**config.mk**
```make
export PLATFORM = sky130hd
export DESIGN_NAME = mc_controller
export DESIGN_NICKNAME = d
export VERILOG_FILES = /design/src/rtl/mc_pkg.sv /design/src/rtl/mc_alu_decode.sv /design/src/rtl/mc_controller.sv
export SDC_FILE = /design/constraint.sdc
export NUM_CORES = 1
export LEC_CHECK = 0
export ABC_AREA = 1
export CAP_MARGIN = 15
export CORE_MARGIN = 2
export CORE_UTILIZATION = 33
export CTS_CLUSTER_DIAMETER = 100
export CTS_CLUSTER_SIZE = 25
export DETAILED_ROUTE_END_ITERATION = 10
export GPL_ROUTABILITY_DRIVEN = 0
export REMOVE_ABC_BUFFERS = 1
export SLEW_MARGIN = 20
export SYNTH_ARGS = -nofsm -noshare
export SYNTH_HDL_FRONTEND = slang
export SYNTH_SLANG_ARGS = --single-unit
export TNS_END_PERCENT = 50
```
**constraint.sdc**
```tcl
create_clock -name clk -period 4.9 [get_ports clk]
set_input_delay 1.225 -clock clk [delete_from_list [all_inputs] [get_ports clk]]
set_output_delay 1.225 -clock clk [all_outputs]
set_load 0.005 [all_outputs]
```
**src/rtl/mc_pkg.sv**
```systemverilog
// rtl/mc_pkg.sv - shared encodings for the multi-cycle MIPS control sequencer
package mc_pkg;

  typedef enum logic [2:0] {
    ST_IDLE   = 3'd0,
    ST_FETCH  = 3'd1,
    ST_DECODE = 3'd2,
    ST_EXEC   = 3'd3,
    ST_MEM    = 3'd4,
    ST_WB     = 3'd5,
    ST_HALT   = 3'd6
  } state_e;

  localparam logic [5:0] OP_RTYPE = 6'b000000;
  localparam logic [5:0] OP_LW    = 6'b100011;
  localparam logic [5:0] OP_SW    = 6'b101011;
  localparam logic [5:0] OP_BEQ   = 6'b000100;
  localparam logic [5:0] OP_ADDI  = 6'b001000;
  localparam logic [5:0] OP_J     = 6'b000010;

  localparam logic [5:0] FN_ADD = 6'b100000;
  localparam logic [5:0] FN_SUB = 6'b100010;
  localparam logic [5:0] FN_AND = 6'b100100;
  localparam logic [5:0] FN_OR  = 6'b100101;
  localparam logic [5:0] FN_SLT = 6'b101010;

  localparam logic [7:0] ALU_AND = 8'h00;
  localparam logic [7:0] ALU_OR  = 8'h01;
  localparam logic [7:0] ALU_ADD = 8'h02;
  localparam logic [7:0] ALU_SUB = 8'h06;
  localparam logic [7:0] ALU_SLT = 8'h07;

  // Only signed add/sub/addi trap on overflow; and/or/slt/lw ignore the flag.
  function automatic logic ovf_traps(input logic [5:0] op, input logic [5:0] fn);
    return (op == OP_ADDI) || ((op == OP_RTYPE) && ((fn == FN_ADD) || (fn == FN_SUB)));
  endfunction

endpackage

```
**src/rtl/mc_alu_decode.sv**
```systemverilog
// rtl/mc_alu_decode.sv - {opcode, funct} to ALU operation lookup with legal-instruction flag
module mc_alu_decode
  import mc_pkg::*;
(
  input  logic [5:0] opcode_i,
  input  logic [5:0] funct_i,
  output logic [7:0] alucontrol_o,
  output logic       legal_o
);

  always_comb begin
    alucontrol_o = ALU_AND;
    legal_o      = 1'b1;
    case (opcode_i)
      OP_RTYPE: begin
        case (funct_i)
          FN_ADD:  alucontrol_o = ALU_ADD;
          FN_SUB:  alucontrol_o = ALU_SUB;
          FN_AND:  alucontrol_o = ALU_AND;
          FN_OR:   alucontrol_o = ALU_OR;
          FN_SLT:  alucontrol_o = ALU_SLT;
          default: legal_o      = 1'b0;
        endcase
      end
      OP_LW, OP_SW, OP_ADDI: alucontrol_o = ALU_ADD;
      OP_BEQ:                alucontrol_o = ALU_SUB;
      OP_J:                  legal_o      = 1'b1;
      default:               legal_o      = 1'b0;
    endcase
  end

endmodule

```
**src/rtl/mc_controller.sv**
```systemverilog
// rtl/mc_controller.sv - multi-cycle MIPS control FSM with memory handshakes, retire counter and sticky halt
module mc_controller
  import mc_pkg::*;
#(
  parameter int unsigned CNT_W = 32
) (
  input  logic             clk,
  input  logic             rst,
  input  logic [5:0]       opcode,
  input  logic [5:0]       funct,
  input  logic             zero,
  input  logic             overflow,
  input  logic             imem_ready,
  input  logic             dmem_ready,
  output logic             imem_req,
  output logic             ir_en,
  output logic             dmem_req,
  output logic             dmem_we,
  output logic             pc_en,
  output logic             Mem2Reg,
  output logic             PCsrc,
  output logic             ALUsrc,
  output logic             RegDst,
  output logic             RegWrite,
  output logic             Jump,
  output logic [7:0]       alucontrol,
  output logic             instr_done,
  output logic             halted,
  output logic [CNT_W-1:0] retired
);

  state_e           state_q, state_d;
  logic [CNT_W-1:0] retired_q, retired_d;
  logic [7:0]       alu_code;
  logic             legal;
  logic             is_r, is_lw, is_sw, is_beq, is_addi, is_j;

  mc_alu_decode u_alu_decode (
    .opcode_i     (opcode),
    .funct_i      (funct),
    .alucontrol_o (alu_code),
    .legal_o      (legal)
  );

  // opcode/funct come straight from the instruction register, stable after FETCH
  assign is_r    = (opcode == OP_RTYPE);
  assign is_lw   = (opcode == OP_LW);
  assign is_sw   = (opcode == OP_SW);
  assign is_beq  = (opcode == OP_BEQ);
  assign is_addi = (opcode == OP_ADDI);
  assign is_j    = (opcode == OP_J);

  always_ff @(posedge clk or negedge rst) begin
    if (!rst) begin
      state_q   <= ST_IDLE;
      retired_q <= '0;
    end else begin
      state_q   <= state_d;
      retired_q <= retired_d;
    end
  end

  always_comb begin
    state_d    = state_q;
    imem_req   = 1'b0;
    ir_en      = 1'b0;
    dmem_req   = 1'b0;
    dmem_we    = 1'b0;
    pc_en      = 1'b0;
    Mem2Reg    = 1'b0;
    PCsrc      = 1'b0;
    ALUsrc     = 1'b0;
    RegDst     = 1'b0;
    RegWrite   = 1'b0;
    Jump       = 1'b0;
    alucontrol = ALU_AND;
    instr_done = 1'b0;
    halted     = 1'b0;

    case (state_q)
      ST_IDLE: state_d = ST_FETCH;

      ST_FETCH: begin
        imem_req = 1'b1;
        if (imem_ready) begin
          ir_en   = 1'b1;
          state_d = ST_DECODE;
        end
      end

      ST_DECODE: state_d = legal ? ST_EXEC : ST_HALT;

      ST_EXEC: begin
        alucontrol = alu_code;
        if (is_r) begin
          RegDst  = 1'b1;
          state_d = ST_WB;
        end else if (is_addi) begin
          ALUsrc  = 1'b1;
          state_d = ST_WB;
        end else if (is_lw || is_sw) begin
          ALUsrc  = 1'b1;
          state_d = ST_MEM;
        end else if (is_beq) begin
          PCsrc      = zero;
          pc_en      = 1'b1;
          instr_done = 1'b1;
          state_d    = ST_FETCH;
        end else if (is_j) begin
          Jump       = 1'b1;
          pc_en      = 1'b1;
          instr_done = 1'b1;
          state_d    = ST_FETCH;
        end else begin
          state_d = ST_HALT;
        end
      end

      // Address operands held so the data memory sees a stable address across stalls
      ST_MEM: begin
        ALUsrc     = 1'b1;
        alucontrol = ALU_ADD;
        dmem_req   = 1'b1;
        dmem_we    = is_sw;
        if (dmem_ready) begin
          if (is_sw) begin
            pc_en      = 1'b1;
            instr_done = 1'b1;
            state_d    = ST_FETCH;
          end else begin
            state_d = ST_WB;
          end
        end
      end

      ST_WB: begin
        RegDst     = is_r;
        ALUsrc     = is_addi || is_lw;
        alucontrol = alu_code;
        Mem2Reg    = is_lw;
        if (overflow && ovf_traps(opcode, funct)) begin
          state_d = ST_HALT;
        end else begin
          RegWrite   = 1'b1;
          pc_en      = 1'b1;
          instr_done = 1'b1;
          state_d    = ST_FETCH;
        end
      end

      ST_HALT: halted = 1'b1;

      default: state_d = ST_IDLE;
    endcase
  end

  assign retired_d = retired_q + {{(CNT_W-1){1'b0}}, instr_done};
  assign retired   = retired_q;

endmodule
```
**Word level (Yosys, flattened, before mapping)**

Cells that the tools add are included.
W data, S select, Z words.

- Equality and inequality tests: 18
- Add/subtract/negate cells: 1
- Multiplexer cells: 49
- Bitwise gates (word level): 1
- Reduce and logical (&&, ||, !) cells: 13

Operators with widths:

| cell | count |
|---|---|
| $eq A6 B6 Y1 const B | 7 |
| $add A32 B1 Y32 | 1 |
| $mux W1 | 31 |
| $mux W3 | 10 |
| $pmux W8 S3 | 1 |
| $pmux W3 S7 | 1 |
| $pmux W8 S2 | 1 |
| $pmux W3 S4 | 1 |
| $reduce_or A5 Y1 | 2 |
| $eq A3 B3 Y1 const B | 3 |
| $eq A3 B2 Y1 const B | 2 |
| $eq A6 B2 Y1 const B | 1 |
| $eq A6 B3 Y1 const B | 1 |
| $eq A6 B4 Y1 const B | 1 |
| $logic_not A6 Y1 | 1 |
| $pmux W1 S3 | 2 |
| $logic_or A1 B1 Y1 | 4 |
| $ne A2 B2 Y1 const B | 2 |
| $pmux W1 S2 | 2 |
| $eq A3 B1 Y1 const B | 1 |
| $logic_not A3 Y1 | 1 |
| $reduce_and A3 Y1 | 1 |
| $reduce_or A3 Y1 | 1 |
| $logic_and A1 B1 Y1 | 2 |
| other kinds (2) | 2 |

- Bits of input ports: 18
- Logic and storage cells: 84
- Register bits: 35
- Output and inout bits: 53

**Longest topological paths before layout**

Gate-level depths: netlist of the first run.

- Depth in word-level cells: 8
- Depth in mapped cells: 16
- Mapped depth without buffers: 16

**Cells and area by module**

From an unflattened synthesis of the first run, not the netlist that was laid out.

- Cell total of the unflattened synthesis: 359
- Area, all modules: 2,534.9 µm²

By module, submodules not included:

| module | area an instance (µm²) | instances | seq. area each (µm²) | cells an instance |
|---|---|---|---|---|
| mc_controller | 2,269.7 | 1 | 875.8 | 308 |
| mc_alu_decode | 265.3 | 1 | 0.0 | 51 |

**Worst setup path after synthesis of the first run**

No wires, ideal clock.

- Path kind: input port to output port
- Start point: in opcode[5]
- End point: out pc_en
- Slack: 1.630 ns
- Stages on the path: 8
- Data required time: 3.675 ns
- Data arrival time: 2.045 ns
- Path buffers: 1
- Path through: nor2_1 > nand2_1 > inv_1 > nand2_1 > nand2_1 > nand2_1 > nand3_1 > buf_4

- Cells in the longest elaborated chain, start to end: 7
- Elaborated cells on any way between the ends: 19
- Classes of those cells: eq/ne (5); mux (9); reduce/logical (5)

Ends and longest elaborated chain:

| what | RTL line | text |
|---|---|---|
| from (decl) | mc_controller.sv:9 | `input logic [5:0] opcode,` |
| $eq A6 B2 Y1 | mc_controller.sv:51 | `assign is_j = (opcode == OP_J);` |
| $mux W1 (5 in series) | - |  |
| $pmux W1 S3 (*) | - |  |
| to (decl) | mc_controller.sv:19 | `output logic pc_en,` |

Mark *: on every way between the ends. The rest lies on a longest branch, timed or not.

**Worst setup path after layout of the first run**

- Start point: in opcode[5]
- End point: out instr_done

- Cells in the longest elaborated chain, start to end: 7
- Elaborated cells on any way between the ends: 19
- Classes of those cells: eq/ne (5); mux (9); reduce/logical (5)

Ends and longest elaborated chain:

| what | RTL line | text |
|---|---|---|
| $eq A6 B2 Y1 | mc_controller.sv:51 |  |
| $mux W1 | mc_controller.sv:109 | `end else if (is_j) begin` |
| $mux W1 | mc_controller.sv:104 | `end else if (is_beq) begin` |
| $mux W1 | mc_controller.sv:101 | `end else if (is_lw \|\| is_sw) begin` |
| $mux W1 | mc_controller.sv:98 | `end else if (is_addi) begin` |
| $mux W1 | mc_controller.sv:95 | `if (is_r) begin` |
| $pmux W1 S3 (*) | mc_controller.sv:80 | `case (state_q)` |
| to (decl) | mc_controller.sv:27 | `output logic instr_done,` |

Marked as above.

==> summary.md, run 1 <==
| Metric | Value |
|---|---|
| Total Power | 901 uW |
| Initial antenna violation count | 0 |
| DRC Markers | 0 |
| Largest net degree at the start of global routing | 36 |
| # port buffers | 65 |
| RSZ-0062 raised after global routing | false |
| FILL cells | 689 |
| Hold Startpoint | retired[31] |
| Sw Pwr | 311 uW |
| Peak supply drop | 0.189 mV |
| Router iterations before antenna repair | 4 |
| Worst EP arrival | 3040 ps |
| CP Launch Type | input port |
| Area growth syn-to-layout | 36.0% |
| Crit Path Max Fanout | 5 |
| Comb pwr share | 36.6% |
| RR Startpoint | state_q[1] |
| Cts repair resizes | 0 |
| First-pass GRT wire length | 9600 um |
| Clk pwr share | 22.0% |
| Synth warn | 0 |
| Final critical-path share of the clock period | 87.0% |
| Final hold violations | 0 |
| Final Net Count | 401 |
| Post-CTS Setup Inserts | 0 |
| Vias/cell | 4.63 |
| Total Neg Setup Slack | 0 ps |
| Post-Syn Area per Cell | 7.25 um2 |
| Chip width | 86.5 um |
| Crit Path Category | input port to output port |
| WL final | 5660 um |
| DP Area | 0.00298 mm2 |
| Post-DP HPWL | 4640 um |
| DRT antenna net count | 0 |
| Crit path capture type | output port |
| P per Cell Area | 295 mW/mm2 |
| Cell variety after synth | 25 |
| Die area | 0.00749 mm2 |
| Seq pwr share | 41.4% |
| Internal Power | 590 uW |
| Root buf cell | clkbuf_8 |
| CTS H-Tree Depth | 2 |
| Final non-filler cell area | 0.00306 mm2 |
| Achievable Freq | 234 MHz |
| Row Count | 30 |
| Maximum capacitance violations | 0 |
| Post-synth top area cell | dfrtp_1 |
| Top cell type's share of synthesized area | 39.0% |
| Gate Count Post-Synth | 310 |
| Io pins | 71 |
| CTS tree | done |
| Synth Cell Area | 0.00225 mm2 |
| # hold bufs at CTS | 0 |
| Total core area | 0.00668 mm2 |
| Non-filler instance count after layout | 462 |
| Vias | 2138 |
| Post-synthesis sequential area ratio | 39.0% |
| Min Tclk post-route | 4260 ps |
| Ant. Diodes | 0 |
| Top post-synthesis cells by area | dfrtp_1 (39%), nand2_1 (15%), nor2_1 (8.8%), xor2_1 (7.0%), inv_1 (6.2%) |
| WL/cell | 12.2 um |
| Hold WS | 476 ps |
| Die height | 86.5 um |
| HP Class | flop to flop |
| Leakage | 1.43 nW |
| Sw frac | 34.5% |
| Worst path required time | 3670 ps |
| Outcome | finished clean |
| Max Transition Viols Final | 0 |
| Clk buf depth | 2 |
| Seq cells post-synth | 35 |
| Place WS | 622 ps |
| Clock sink count | 35 |
| Layout cells sized above 1 | 5.76% |
| Gr usage total | 16.2% |
| Worst setup margin | 635 ps |
| Final design utilization | 45.8% |
| Vias in the first global route | 2078 |
| Total gr overflow | 0 |
| Num CTS Buffers | 5 |
| Final Skew | 7.08 ps |
| Cells after DPL | 454 |
| Clock transition at path regs | 70 ps |
| Clk Latency, worst-skew pair | 280 ps |
| Number of DRC markers in iteration 0 | 93 |
| CP Launch Point | opcode[5] |
| Final setup fails | 0 |
| Initial Util | 33.7% |
kinds of logic after synthesis:
family / Yosys count / share of synthesized area [%]
buffers and inverters: 44 / 8.35
adders and majority gates: 2 / 1.11
DFF: 35 / 39.0
other: 1 / 0.167
xor gates and xnor gates: 25 / 9.74
and+or+nand+nor: 194 / 39.5
AOI/OAI and AO/OA: 9 / 2.17
cells in the mapped netlist:
cell type,count
nor3_1,11
a21oi_1,4
nand3_1,12
ha_1,2
xnor2_1,7
inv_1,37
inv_2,1
buf_4,6
conb_1,1
nand4_1,9
o21ai_1,1
nand3b_1,5
or2_2,1
nand3_2,3
nand2_1,87
nor3_4,2
nor2_2,4
o21ai_0,3
xor2_1,18
nor4_1,2
nor2_1,53
nor3b_1,1
dfrtp_1,35
nor3_2,4
a211o_1,1
layer usage:
layer	global-route usage, %	vias to the layer above	wire length, um
li1	-	1106	-
met1	21.1	968	2580
met2	26.7	56	2750
met3	3.24	8	227
met4	5.97	0	97
met5	0	-	0
power groups by stage:
stage                     clock network (mW)  registers, mW  logic (mW)
after floorplan                            0          0.374       0.172
after global placement                     0          0.378       0.331
after detailed placement                   0          0.379       0.334
after CTS                              0.207          0.373       0.336
after global routing                   0.220          0.382       0.374
final                                  0.198          0.373       0.330
placed cells by master (no fill, tap or decap), drive strengths merged:
| cell type | count |
|---|---|
| dfrtp | 35 |
| buf | 1 |
| clkbuf | 7 |
| nand3 | 15 |
| nand2 | 87 |
| nor4 | 2 |
| a21oi | 4 |
| nand4 | 9 |
| nor3b | 1 |
| or2 | 1 |
| a211o | 1 |
| nor2 | 57 |
| ha | 2 |
| inv | 38 |
| o21ai | 4 |
| clkdlybuf4s50 | 65 |
| nor3 | 17 |
| xnor2 | 7 |
| nand3b | 5 |
| xor2 | 18 |
| clkinv | 1 |
| conb | 5 |
worst paths after layout:
path                                to  slack, ps  cells past startpoint
min reg2reg                retired[31]        480                      1
max reg2reg                retired[30]       2090                     15
max                         instr_done        640                      9
min                        retired[31]        480                      1
min in group asynchronous  retired[31]       1360                      2
max in group asynchronous   state_q[1]       3220                      2
area by class of cell:
type / count / area (um2) / area share (%)
clock buffers: 7 / 76.3 / 2.50
clock inverters: 1 / 5.00 / 0.164
inverters: 38 / 143 / 4.66
multi-input cells: 235 / 1200 / 39.2
flip-flops and latches: 35 / 876 / 28.6
well taps: 80 / 100 / 3.27
repair buffers: 66 / 658 / 21.5
critical path, cell delays in order:
cell,delay (ps)
clkdlybuf4s50_1,420
nor2_1,230
nand2_1,80
inv_1,70
nand2_1,120
nand2_1,150
nand2_1,60
nand3_1,150
clkdlybuf4s50_1,530
flip-flops by register name, summed over array words and instances (netlist names):
register	count
retired	32
state_q	3
(Power assumes the default switching activity.)
==> run 2, diff against run 1 <==
Settings changed: CORE_MARGIN 2 to default, SETUP_SLACK_MARGIN from default to 0.4.
==> run 2 against run 1 <==
  * The run now ends with DRC left
  * Sequential cell count stayed put
  * Cell count is 0.65% lower
  * Clock skew is 1.8 ps lower
  * Clock-buffer cell count is 2 lower
  * Sequential share of layout area is 0.26 points lower
  * Hold slack worse by 6.2 ps
  * Fmax is 1.1% higher
  * Critical endpoint is now pc_en
==> summary.md, run 2 (synthesized netlist as in run 1, its figures left out) <==
| Metric | Value |
|---|---|
| Final setup fails | 0 (unchanged) |
| Initial Util | 34.8% (was 33.7%) |
| R2r endpoint | retired[30] (unchanged) |
| Row Count | 29 (was 30) |
| Final hold violations | 0 (unchanged) |
| Vias in the first global route | 2136 (was 2078) |
| Crit Path Max Fanout | 5 (unchanged) |
| Max FFs per register | 32 (unchanged) |
| Clock sink count | 35 (unchanged) |
| Post-CTS Setup Inserts | 0 (unchanged) |
| Peak supply drop | 0.177 mV (was 0.189 mV) |
| Router iterations before antenna repair | 7 (was 4) |
| Final Skew | 5.32 ps (was 7.08 ps) |
| CP Launch Type | input port (unchanged) |
| Total core area | 0.00646 mm2 (was 0.00668 mm2) |
| Die area | 0.00715 mm2 (was 0.00749 mm2) |
| Clk Latency, worst-skew pair | 280 ps (about the same) |
| Vias/cell | 4.82 (was 4.63) |
| Post-DP HPWL | 4570 um (was 4640 um) |
| # hold bufs at CTS | 0 (unchanged) |
| Slowest cell on crit path | clkdlybuf4s50_1 (unchanged) |
| Failing checks | DRC |
| Register area | 876 um2 (unchanged) |
| DP Area | 0.00297 mm2 (was 0.00298 mm2) |
| Gr usage total | 16.9% (was 16.2%) |
| Hold WS | 470 ps (was 476 ps) |
| Initial antenna violation count | 0 (unchanged) |
| P per Cell Area | 311 mW/mm2 (was 295 mW/mm2) |
| RSZ-0062 raised after global routing | false (unchanged) |
| Place WS | 675 ps (was 622 ps) |
| Crit Path Category | input port to output port (unchanged) |
| Commonest non-fill, non-tap cell in the layout | nand2_1 (unchanged) |
| Final critical-path share of the clock period | 86.1% (was 87.0%) |
| CTS H-Tree Depth | 2 (unchanged) |
| Multi-input logic area | 0.00120 mm2 (unchanged) |
| Chip width | 84.5 um (was 86.5 um) |
| Num CTS Buffers | 5 (unchanged) |
| Worst EP arrival | 3000 ps (was 3040 ps) |
| Hold Path Stages | 1 (unchanged) |
| Worst path required time | 3670 ps (about the same) |
| Leakage | 1.45 nW (was 1.43 nW) |
| Critical path, cell by cell | clkdlybuf4s50_1 -> nor2_1 -> nand2_1 -> inv_1 -> nand2_1 -> nand2_1 -> nand2_1 -> nand3_1 -> clkdlybuf4s50_1 (unchanged) |
| Total gr overflow | 0 (unchanged) |
| Worst setup margin | 680 ps (was 635 ps) |
| Path depth of the worst reg2reg path | 15 (unchanged) |
| CTS tree | done (unchanged) |
| RR Startpoint | state_q[1] (unchanged) |
| DRT antenna net count | 0 (unchanged) |
| HP Class | flop to flop (unchanged) |
| Crit path capture type | output port (unchanged) |
| WL final | 5570 um (was 5660 um) |
| CP Launch Point | opcode[5] (unchanged) |
| Number of DRC markers in iteration 0 | 91 (was 93) |
| Die height | 84.5 um (was 86.5 um) |
| Reg-to-reg setup timing slack | 2050 ps (was 2090 ps) |
| Maximum capacitance violations | 0 (unchanged) |
| Area growth syn-to-layout | 37.2% (was 36.0%) |
| Final design utilization | 47.8% (was 45.8%) |
| Min Tclk post-route | 4220 ps (was 4260 ps) |
| First-pass GRT wire length | 9660 um (was 9600 um) |
| Final non-filler cell area | 0.00309 mm2 (was 0.00306 mm2) |
| Total Neg Setup Slack | 0 ps (unchanged) |
| Outcome | finished, violations left (was finished clean) |
| Final Net Count | 401 (unchanged) |
| # port buffers | 65 (unchanged) |
| Commonest non-fill, non-tap cells in the layout | nand2_1 (87), clkdlybuf4s50_1 (65), nor2_1 (53) (unchanged) |
| Ant. Diodes | 0 (unchanged) |
| Io pins | 71 (unchanged) |
| Root buf cell | clkbuf_8 (unchanged) |
| Achievable Freq | 237 MHz (was 234 MHz) |
| Layout cells sized above 1 | 6.28% (was 5.76%) |
| Clk buf depth | 2 (unchanged) |
| Largest net degree at the start of global routing | 36 (unchanged) |
| Worst Hold Path EP | retired[31] (unchanged) |
| Clock transition at path regs | 70 ps (about the same) |
| Critical path's most frequent cell | nand2_1 (unchanged) |
| CP max stage delay | 530 ps (about the same) |
| WL/cell | 12.1 um (was 12.2 um) |
| Vias | 2213 (was 2138) |
| Cts repair resizes | 0 (unchanged) |
| FILL cells | 677 (was 689) |
| DRC Markers | 11 (was 0) |
| Hold Startpoint | retired[31] (unchanged) |
| Max Transition Viols Final | 0 (unchanged) |
-- run 2: power breakdown --
part / internal, mW / switching (mW)
clock: 0.151 / 0.103
sequential: 0.328 / 0.0460
combinational: 0.162 / 0.170
total: 0.641 / 0.319
-- run 2: how the worst max path moves through the flow --
stage | to
after global routing | instr_done
after detailed placement | alucontrol[1]
after global placement | pc_en
after floorplan | retired[30]
after CTS | alucontrol[1]
final | pc_en
-- run 2: cell type report --
type | instances | area share, %
clock buffers | 5 | 2.23
flip-flops and latches | 35 | 28.4
inverters | 38 | 4.62
clock inverters | 3 | 1.42
repair buffers | 66 | 21.3
multi-input cells | 235 | 38.9
well taps | 77 | 3.12
-- run 2: critical path, delay by kind of cell --
| family | cells | cell delay [ps] |
|---|---|---|
| buffers and inverters | 3 | 1020 |
| and+or+nand+nor | 6 | 750 |
-- run 2: through the flow --
step | total power [mW] | cells
2_1_floorplan | 0.546 | 308
3_3_place_gp | 0.712 | 451
3_5_place_dp | 0.714 | 451
4_1_cts | 0.972 | 459
5_1_grt | 1.03 | 459
6_report | 0.960 | 459
-- run 2: routing by layer --
layer / global-route usage [%] / up-vias / wire, um
li1: - / 1103 / -
met1: 21.9 / 1012 / 2520
met2: 27.6 / 84 / 2570
met3: 3.54 / 14 / 330
met4: 6.93 / 0 / 156
met5: 0 / - / 0
